**config.mk**
```make
export PLATFORM = sky130hd
export DESIGN_NAME = shift_capture_flat
export DESIGN_NICKNAME = d
export VERILOG_FILES = /design/src/rtl/shift_capture_if.sv /design/src/rtl/shift_capture.sv /design/src/flat_wrapper.sv
export SDC_FILE = /design/constraint.sdc
export NUM_CORES = 1
export LEC_CHECK = 0
export BUFFER_PORTS_ARGS = -buffer_cell sky130_fd_sc_hd__buf_4
export CAP_MARGIN = 20
export CORE_ASPECT_RATIO = 0.5
export CORE_UTILIZATION = 36
export CTS_CLUSTER_SIZE = 14
export DETAILED_ROUTE_END_ITERATION = 10
export HOLD_SLACK_MARGIN = 0.05
export PLACE_DENSITY = 0.69
export SLEW_MARGIN = 20
export SYNTH_ARGS = -nofsm -noshare
export SYNTH_HDL_FRONTEND = slang
export SYNTH_SLANG_ARGS = --single-unit
export TNS_END_PERCENT = 20
```
**constraint.sdc**
```tcl
create_clock -name i_clk -period 3.85 [get_ports i_clk]
set_clock_uncertainty 0.2 [all_clocks]
set_input_delay 0.1925 -clock i_clk [delete_from_list [all_inputs] [get_ports i_clk]]
set_output_delay 0.1925 -clock i_clk [all_outputs]
set_load 0.02 [all_outputs]
```
**src/rtl/shift_capture_if.sv**
```systemverilog
// shift_capture_if: load handshake, serial lanes and captured-word outputs of shift_capture
interface shift_capture_if #(
  parameter int BITS = 8,
  parameter int LANES = 1
);
  logic [BITS-1:0] load_data;
  logic load_valid;
  logic load_ready;
  logic msb_first;
  logic shift_en;
  logic [LANES-1:0] ser_in;
  logic [LANES-1:0] ser_out;
  logic [BITS-1:0] par_out;
  logic [BITS-1:0] word_data;
  logic word_valid;
  logic word_parity;
  logic busy;
  modport master (
    output load_data, load_valid, msb_first, shift_en, ser_in,
    input load_ready, ser_out, par_out, word_data, word_valid, word_parity, busy
  );
  modport slave (
    input load_data, load_valid, msb_first, shift_en, ser_in,
    output load_ready, ser_out, par_out, word_data, word_valid, word_parity, busy
  );
endinterface

```
**src/rtl/shift_capture.sv**
```systemverilog
// shift_capture: multi-lane serialiser/deserialiser with word capture strobe
// SHIFT_CAPTURE_BACK2BACK_EN lets a new word load on the final shift step of the current one
module shift_capture #(
  parameter int BITS = 8,
  parameter int LANES = 1
) (
  input logic i_clk,
  input logic i_rst_n,
  shift_capture_if.slave bus
);
  localparam int STEPS = BITS / LANES;
  localparam int CW = STEPS > 1 ? $clog2(STEPS) : 1;
  typedef enum logic {IDLE, SHIFT} state_t;
  state_t state, state_nx;
  logic [BITS-1:0] bits, bits_nx, shifted, word_data;
  logic [CW-1:0] cnt, cnt_nx;
  logic dir, dir_nx, step, last, load, word_valid, word_parity;
  generate
    if (STEPS == 1) begin : g_one
      assign shifted = bus.ser_in;
    end else begin : g_many
      assign shifted = dir ? {bits[BITS-LANES-1:0], bus.ser_in} : {bus.ser_in, bits[BITS-1:LANES]};
    end
  endgenerate
  assign step = state == SHIFT && bus.shift_en;
  assign last = step && cnt == CW'(STEPS - 1);
`ifdef SHIFT_CAPTURE_BACK2BACK_EN
  assign bus.load_ready = state == IDLE || last;
`else
  assign bus.load_ready = state == IDLE;
`endif
  assign load = bus.load_valid && bus.load_ready;
  // a load overrides the final shift for the register but not for the captured word
  always_comb begin
    state_nx = load ? SHIFT : last ? IDLE : state;
    bits_nx = load ? bus.load_data : step ? shifted : bits;
    cnt_nx = load || last ? '0 : step ? cnt + CW'(1) : cnt;
    dir_nx = load ? bus.msb_first : dir;
  end
  always_ff @(posedge i_clk or negedge i_rst_n) begin
    if (!i_rst_n) begin
      state <= IDLE;
      bits <= '0;
      cnt <= '0;
      dir <= 1'b0;
      word_data <= '0;
      word_valid <= 1'b0;
      word_parity <= 1'b0;
    end else begin
      state <= state_nx;
      bits <= bits_nx;
      cnt <= cnt_nx;
      dir <= dir_nx;
      word_valid <= last;
      if (last) begin
        word_data <= shifted;
        word_parity <= ^shifted;
      end
    end
  end
  assign bus.ser_out = dir ? bits[BITS-1 -: LANES] : bits[LANES-1:0];
  assign bus.par_out = bits;
  assign bus.word_data = word_data;
  assign bus.word_valid = word_valid;
  assign bus.word_parity = word_parity;
  assign bus.busy = state == SHIFT;
endmodule

```
**src/flat_wrapper.sv**
```systemverilog
// flat-port wrapper written by rule: the top's interface ports become plain ports
module shift_capture_flat 
#(
  parameter int BITS = 8,
  parameter int LANES = 1
)
  (i_clk, i_rst_n, bus_load_data, bus_load_valid, bus_msb_first, bus_shift_en, bus_ser_in, bus_load_ready, bus_ser_out, bus_par_out, bus_word_data, bus_word_valid, bus_word_parity, bus_busy);
  shift_capture_if #(.BITS(BITS), .LANES(LANES)) bus_i ();
  input logic i_clk;
  input logic i_rst_n;
  input wire logic [$bits(bus_i.load_data)-1:0] bus_load_data;
  input wire logic [$bits(bus_i.load_valid)-1:0] bus_load_valid;
  input wire logic [$bits(bus_i.msb_first)-1:0] bus_msb_first;
  input wire logic [$bits(bus_i.shift_en)-1:0] bus_shift_en;
  input wire logic [$bits(bus_i.ser_in)-1:0] bus_ser_in;
  output wire logic [$bits(bus_i.load_ready)-1:0] bus_load_ready;
  output wire logic [$bits(bus_i.ser_out)-1:0] bus_ser_out;
  output wire logic [$bits(bus_i.par_out)-1:0] bus_par_out;
  output wire logic [$bits(bus_i.word_data)-1:0] bus_word_data;
  output wire logic [$bits(bus_i.word_valid)-1:0] bus_word_valid;
  output wire logic [$bits(bus_i.word_parity)-1:0] bus_word_parity;
  output wire logic [$bits(bus_i.busy)-1:0] bus_busy;
  assign bus_i.load_data = bus_load_data;
  assign bus_i.load_valid = bus_load_valid;
  assign bus_i.msb_first = bus_msb_first;
  assign bus_i.shift_en = bus_shift_en;
  assign bus_i.ser_in = bus_ser_in;
  assign bus_load_ready = bus_i.load_ready;
  assign bus_ser_out = bus_i.ser_out;
  assign bus_par_out = bus_i.par_out;
  assign bus_word_data = bus_i.word_data;
  assign bus_word_valid = bus_i.word_valid;
  assign bus_word_parity = bus_i.word_parity;
  assign bus_busy = bus_i.busy;
  shift_capture #(.BITS(BITS), .LANES(LANES)) u_core (.i_clk(i_clk), .i_rst_n(i_rst_n), .bus(bus_i));
endmodule
```
# ---- Word-level counts from Yosys, hierarchy flattened
# Cells that the tools add are included.
dict set report word_totals {
  word_cells 26
  register_bits 23
  inputBits 14
  out_inout_bits 21
}
dict set report op_classes {
  n_reduce_logical 8
  mux 8
  bitwise 1
  addsub 1
  n_eq_ne 1
}
# op count
set op_table {}
lappend op_table {{$mux 8} 3}
lappend op_table {{$reduce_xor 8->1} 1}
lappend op_table {{$mux 3} 2}
lappend op_table {{$reduce_bool 2->1} 3}
lappend op_table {{$add 3x1->3 const B} 1}
lappend op_table {{$eq 3x3->1 const B} 1}
lappend op_table {{$logic_and 1x1->1} 3}
lappend op_table {{$mux 1} 3}
lappend op_table {{$logic_or 1x1->1} 1}
lappend op_table {{$not 1->1} 1}

# ---- Longest topological paths before layout
dict set report depth {
  depth_word 4
  depth_mapped 6
  mapped_depth_nobuf 5
}

# ---- Least setup slack after synthesis
# OpenSTA, ideal clock, no wires.
dict set report synth_timing {
  path_kind {register to register}
  from {register u_core.cnt[0]}
  to {register u_core.word_data[3] (netlist: u_core.bus.word_data[3])}
  setup_ps 128
  setup_slack_ps 2270
  period_less_slack_ps 1580
  path_buffers 1
  t_arrival_ps 1252
  stages_incl_launch_ff 6
  cell_sequence {dfrtp_1 > ha_1 > ha_1 > nand3_1 > buf_2 > o21ai_0}
}
dict set report synth_between {
  elab_chain_len 2
}
# item line_no
set synth_rtl {}
lappend synth_rtl {{from (decl)} shift_capture.sv:16} ;# logic [CW-1:0] cnt, cnt_nx;
lappend synth_rtl {{from (signal assigned)} shift_capture.sv:52} ;# cnt <= cnt_nx;
lappend synth_rtl {{$eq 3x3->1} shift_capture.sv:26} ;# assign last = step && cnt == CW'(STEPS - 1);
lappend synth_rtl {{$logic_and 1x1->1} shift_capture.sv:26}
lappend synth_rtl {{to (signal assigned)} shift_capture.sv:56} ;# word_data <= shifted;
lappend synth_rtl {{to (decl)} shift_capture.sv:15} ;# logic [BITS-1:0] bits, bits_nx, shifted, word_data;
# No other way between the ends.
# A chain may end at the register's enable or synchronous reset.

# ---- Final worst setup path
dict set report layout_timing {
  from {register u_core.dir}
  to {output bus_ser_out}
}
dict set report layout_between {
  elab_chain_len 1
}
# item line_no
set layout_rtl {}
lappend layout_rtl {{from (decl)} shift_capture.sv:17} ;# logic dir, dir_nx, step, last, load, word_valid, word_parity;
lappend layout_rtl {{from (signal assigned)} shift_capture.sv:53} ;# dir <= dir_nx;
lappend layout_rtl {{$mux 1} shift_capture.sv:61} ;# assign bus.ser_out = dir ? bits[BITS-1 -: LANES] : bits[LANES-1:0];
lappend layout_rtl {{to (decl)} flat_wrapper.sv:17} ;# output wire logic [$bits(bus_i.ser_out)-1:0] bus_ser_out;
# No other way between the ends.

==> impl_metrics.toml <==
[synth]
syn_area_sq_um = 1240
synth.distinct_cells = 20
synth_mux_area_frac = 0.123
seq_area_frac_synth = 0.462
synth_fp_nets = 142
synth-adder-area-share = 0.0201
syn_inst = 126
ys_seq_elements = 23
synth_compound_area_frac = 0.175
synth_top_area_frac = 0.462
synth_top_family_by_area = "compound AO/OA/AOI/OAI gates"
ys.warnings.count = 0
avgSynthCellArea_sq_um = 9.88
yosys.area_share.simple = 0.103
synth_xor_area_frac = 0.0774
synth_area_leaders = "dfrtp_1, mux2i_1, o21ai_0, xor2_1, nand2_1"
yosysTopAreaCell = "dfrtp_1"

[pwr]
power_mw = 1.33
p_int_uw = 769
sequentialPowerShare = 0.374
swShare = 0.420
ir_drop_mv = 0.201
clkPwrFrac = 0.115
power.density_nw_per_um2 = 800
power_leakage_nw = 0.763
combPwrFrac = 0.511
p_sw_uw = 558

[critical_path]
cp_cell_sequence = "mux2_2 > buf_4"
end_kind = "primary output"
critPathMaxFanout = 14
crit_buf_inv = 1
worstPathArrival_ps = 1630
criticalPathCategory = "register to primary output"
ff2ff_setup_slack_ps = 1870
start_kind = "register"
rr_startpoint = "u_core.bus.busy$_DFFE_PN0P_"
critical_path.slowest_cell = "dfrtp_1"
crit_start = "u_core.dir$_DFFE_PN0P_"
worstRegToRegCells = 3
path_delay_family = "flip-flops"
worstReg2RegEnd = "u_core.bus.word_data[1]$_DFFE_PN0P_"
required_ps = 3460
critPathMaxStageDelay_ps = 810

[route]
wl_microns = 2700
drtPass1Iterations = 6
vias = 1026
wl_per_cell_microns = 13.1
drc = 0
viasPerCell = 4.98
drt_iter0_drc = 87
postRouteAntennaNets = 0

[placed_design]
placed_cell_area_sq_um = 1510
gp_congestion = 0.722
dp.final_hpwl_microns = 1930
dp_slack_ps = 1910
dp.cells = 192
io_buffer_count = 34

[layout]
syn_to_final_growth_pct = 33.2
fin_cells = 206
final_cell_mix = "buf_4, dfrtp_1, nand2_1"
drive_above_1_share = 0.253
final_nets = 183
final_common_cell = "buf_4"
fin_util = 0.529
finalInstanceArea_sq_um = 1660
antennaDiodeCount = 0

[cts]
clk-insertion-delay-late_ps = 260
cts_sinks = 23
cts_resized = 0
cts-root-buf = "clkbuf_8"
cts_max_level = 1
cts_made_buffers = 3
post_cts_buffers = 0
cts_tree = "yes"
max-clock-path-buffers = 2
path_clk_slew_ps = 90

[sta]
timing.fmax_mhz = 494
slew_headroom = 0.530
period_needed_ps = 2030
fin_hold_ws_ps = 81.1
timing.final.crit_share = 0.526
fin_tns_setup_ps = 0
setup_slack_ps = 1820
setup_viol = 0
rsz0062_at_grt = "no"
tightest_slew_ps = 705
finalMaxSlewViolations = 0
hold_viol_final = 0

[floorplan]
dieHeight_microns = 43.6
core_area_sq_um = 3140
dieArea_sq_um = 3710
dieWidth_microns = 85.2
num_rows = 14
start_util = 0.397
ios = 35

[min_path]
min_path_type = "primary input to register"
hold_end = "u_core.bus.word_data[7]$_DFFE_PN0P_"
holdPathStages = 3
min_from = "bus_ser_in"

[global_routing]
grt.total_usage = 0.157
grt_max_degree = 24
grt_pass1_wl_microns = 4410
grt_overflow_total = 0
antenna_found_initial = 0
grt_pass1_vias = 895

[job]
drv_cap = 0

[run_status]
status = "finished clean"
worst max path at each step:
stage                                                to  cells after the start  slack [ps]
finish                                      bus_ser_out                      2        1820
global route        u_core.bus.word_data[6]$_DFFE_PN0P_                      3        1690
CTS                                         bus_ser_out                      2        1840
detailed placement  u_core.bus.word_data[1]$_DFFE_PN0P_                      3        1910
global placement    u_core.bus.word_data[6]$_DFFE_PN0P_                      3        1970
floorplan           u_core.bus.word_data[3]$_DFFE_PN0P_                      5        2270
worst register-to-register path, delay by kind of cell, from the launching register on:
| kind | cells | cell delay (ps) |
|---|---|---|
| compound gates | 1 | 100 |
| flops | 1 | 750 |
| simple gates | 2 | 800 |
state kept, by name, indices dropped and copies added (netlist names):
signal                  flops
u_core.bus.busy             1
u_core.bus.par_out          8
u_core.bus.word_data        8
u_core.bus.word_parity      1
u_core.bus.word_valid       1
u_core.cnt                  3
u_core.dir                  1
routing by layer:
layer | up-vias | share of wire | track usage | routed length, microns
met2 | 15 | 0.45 | 0.244 | 1230
met4 | 0 | 0 | 0.0407 | 0
met3 | 0 | 0.030 | 0.0419 | 80
met5 | - | 0 | 0 | 0
met1 | 490 | 0.52 | 0.222 | 1390
li1 | 521 | - | - | -
cell type report:
class	count	area (sq um)
tap	40	50.0
fill	283	1480
clock buffer	3	41.3
timing repair buffer	44	355
sequential	23	576
clock inverter	1	5.00
multi-input combinational	92	619
inverter	3	11.3
cell families (layout without fill, tap and decap cells):
| group | Yosys count | in the layout |
|---|---|---|
| adders and majority gates | 2 | 2 |
| buffers and inverters | 11 | 51 |
| and+or+nand+nor | 29 | 29 |
| AOI/OAI and AO/OA | 35 | 35 |
| muxes | 15 | 15 |
| xor gates and xnor gates | 11 | 11 |
| DFF | 23 | 23 |
Yosys cell counts:
cell,number
xnor2_1,3
a211oi_1,6
mux2i_1,13
clkbuf_1,3
buf_4,1
o21ai_0,15
nand2_1,17
mux2_2,2
nor2_1,3
nand3_1,3
dfrtp_1,23
ha_1,2
nor2b_1,6
a22o_1,4
inv_1,3
o21ai_1,1
xor2_1,8
a21oi_1,7
buf_2,4
o221a_2,2
power groups by stage:
stage	Combinational [mW]	Sequential, mW	Clock, mW
floorplan	0.405	0.539	0
global placement	0.670	0.501	0
detailed placement	0.676	0.501	0
CTS	0.686	0.496	0.153
global route	0.743	0.514	0.166
finish	0.678	0.497	0.152
timing repair:
action,in CTS,in global routing
hold buffers,10,0
setup endpoints to repair,0,0
hold endpoints to repair,32,0
(Power assumes the default switching activity.)
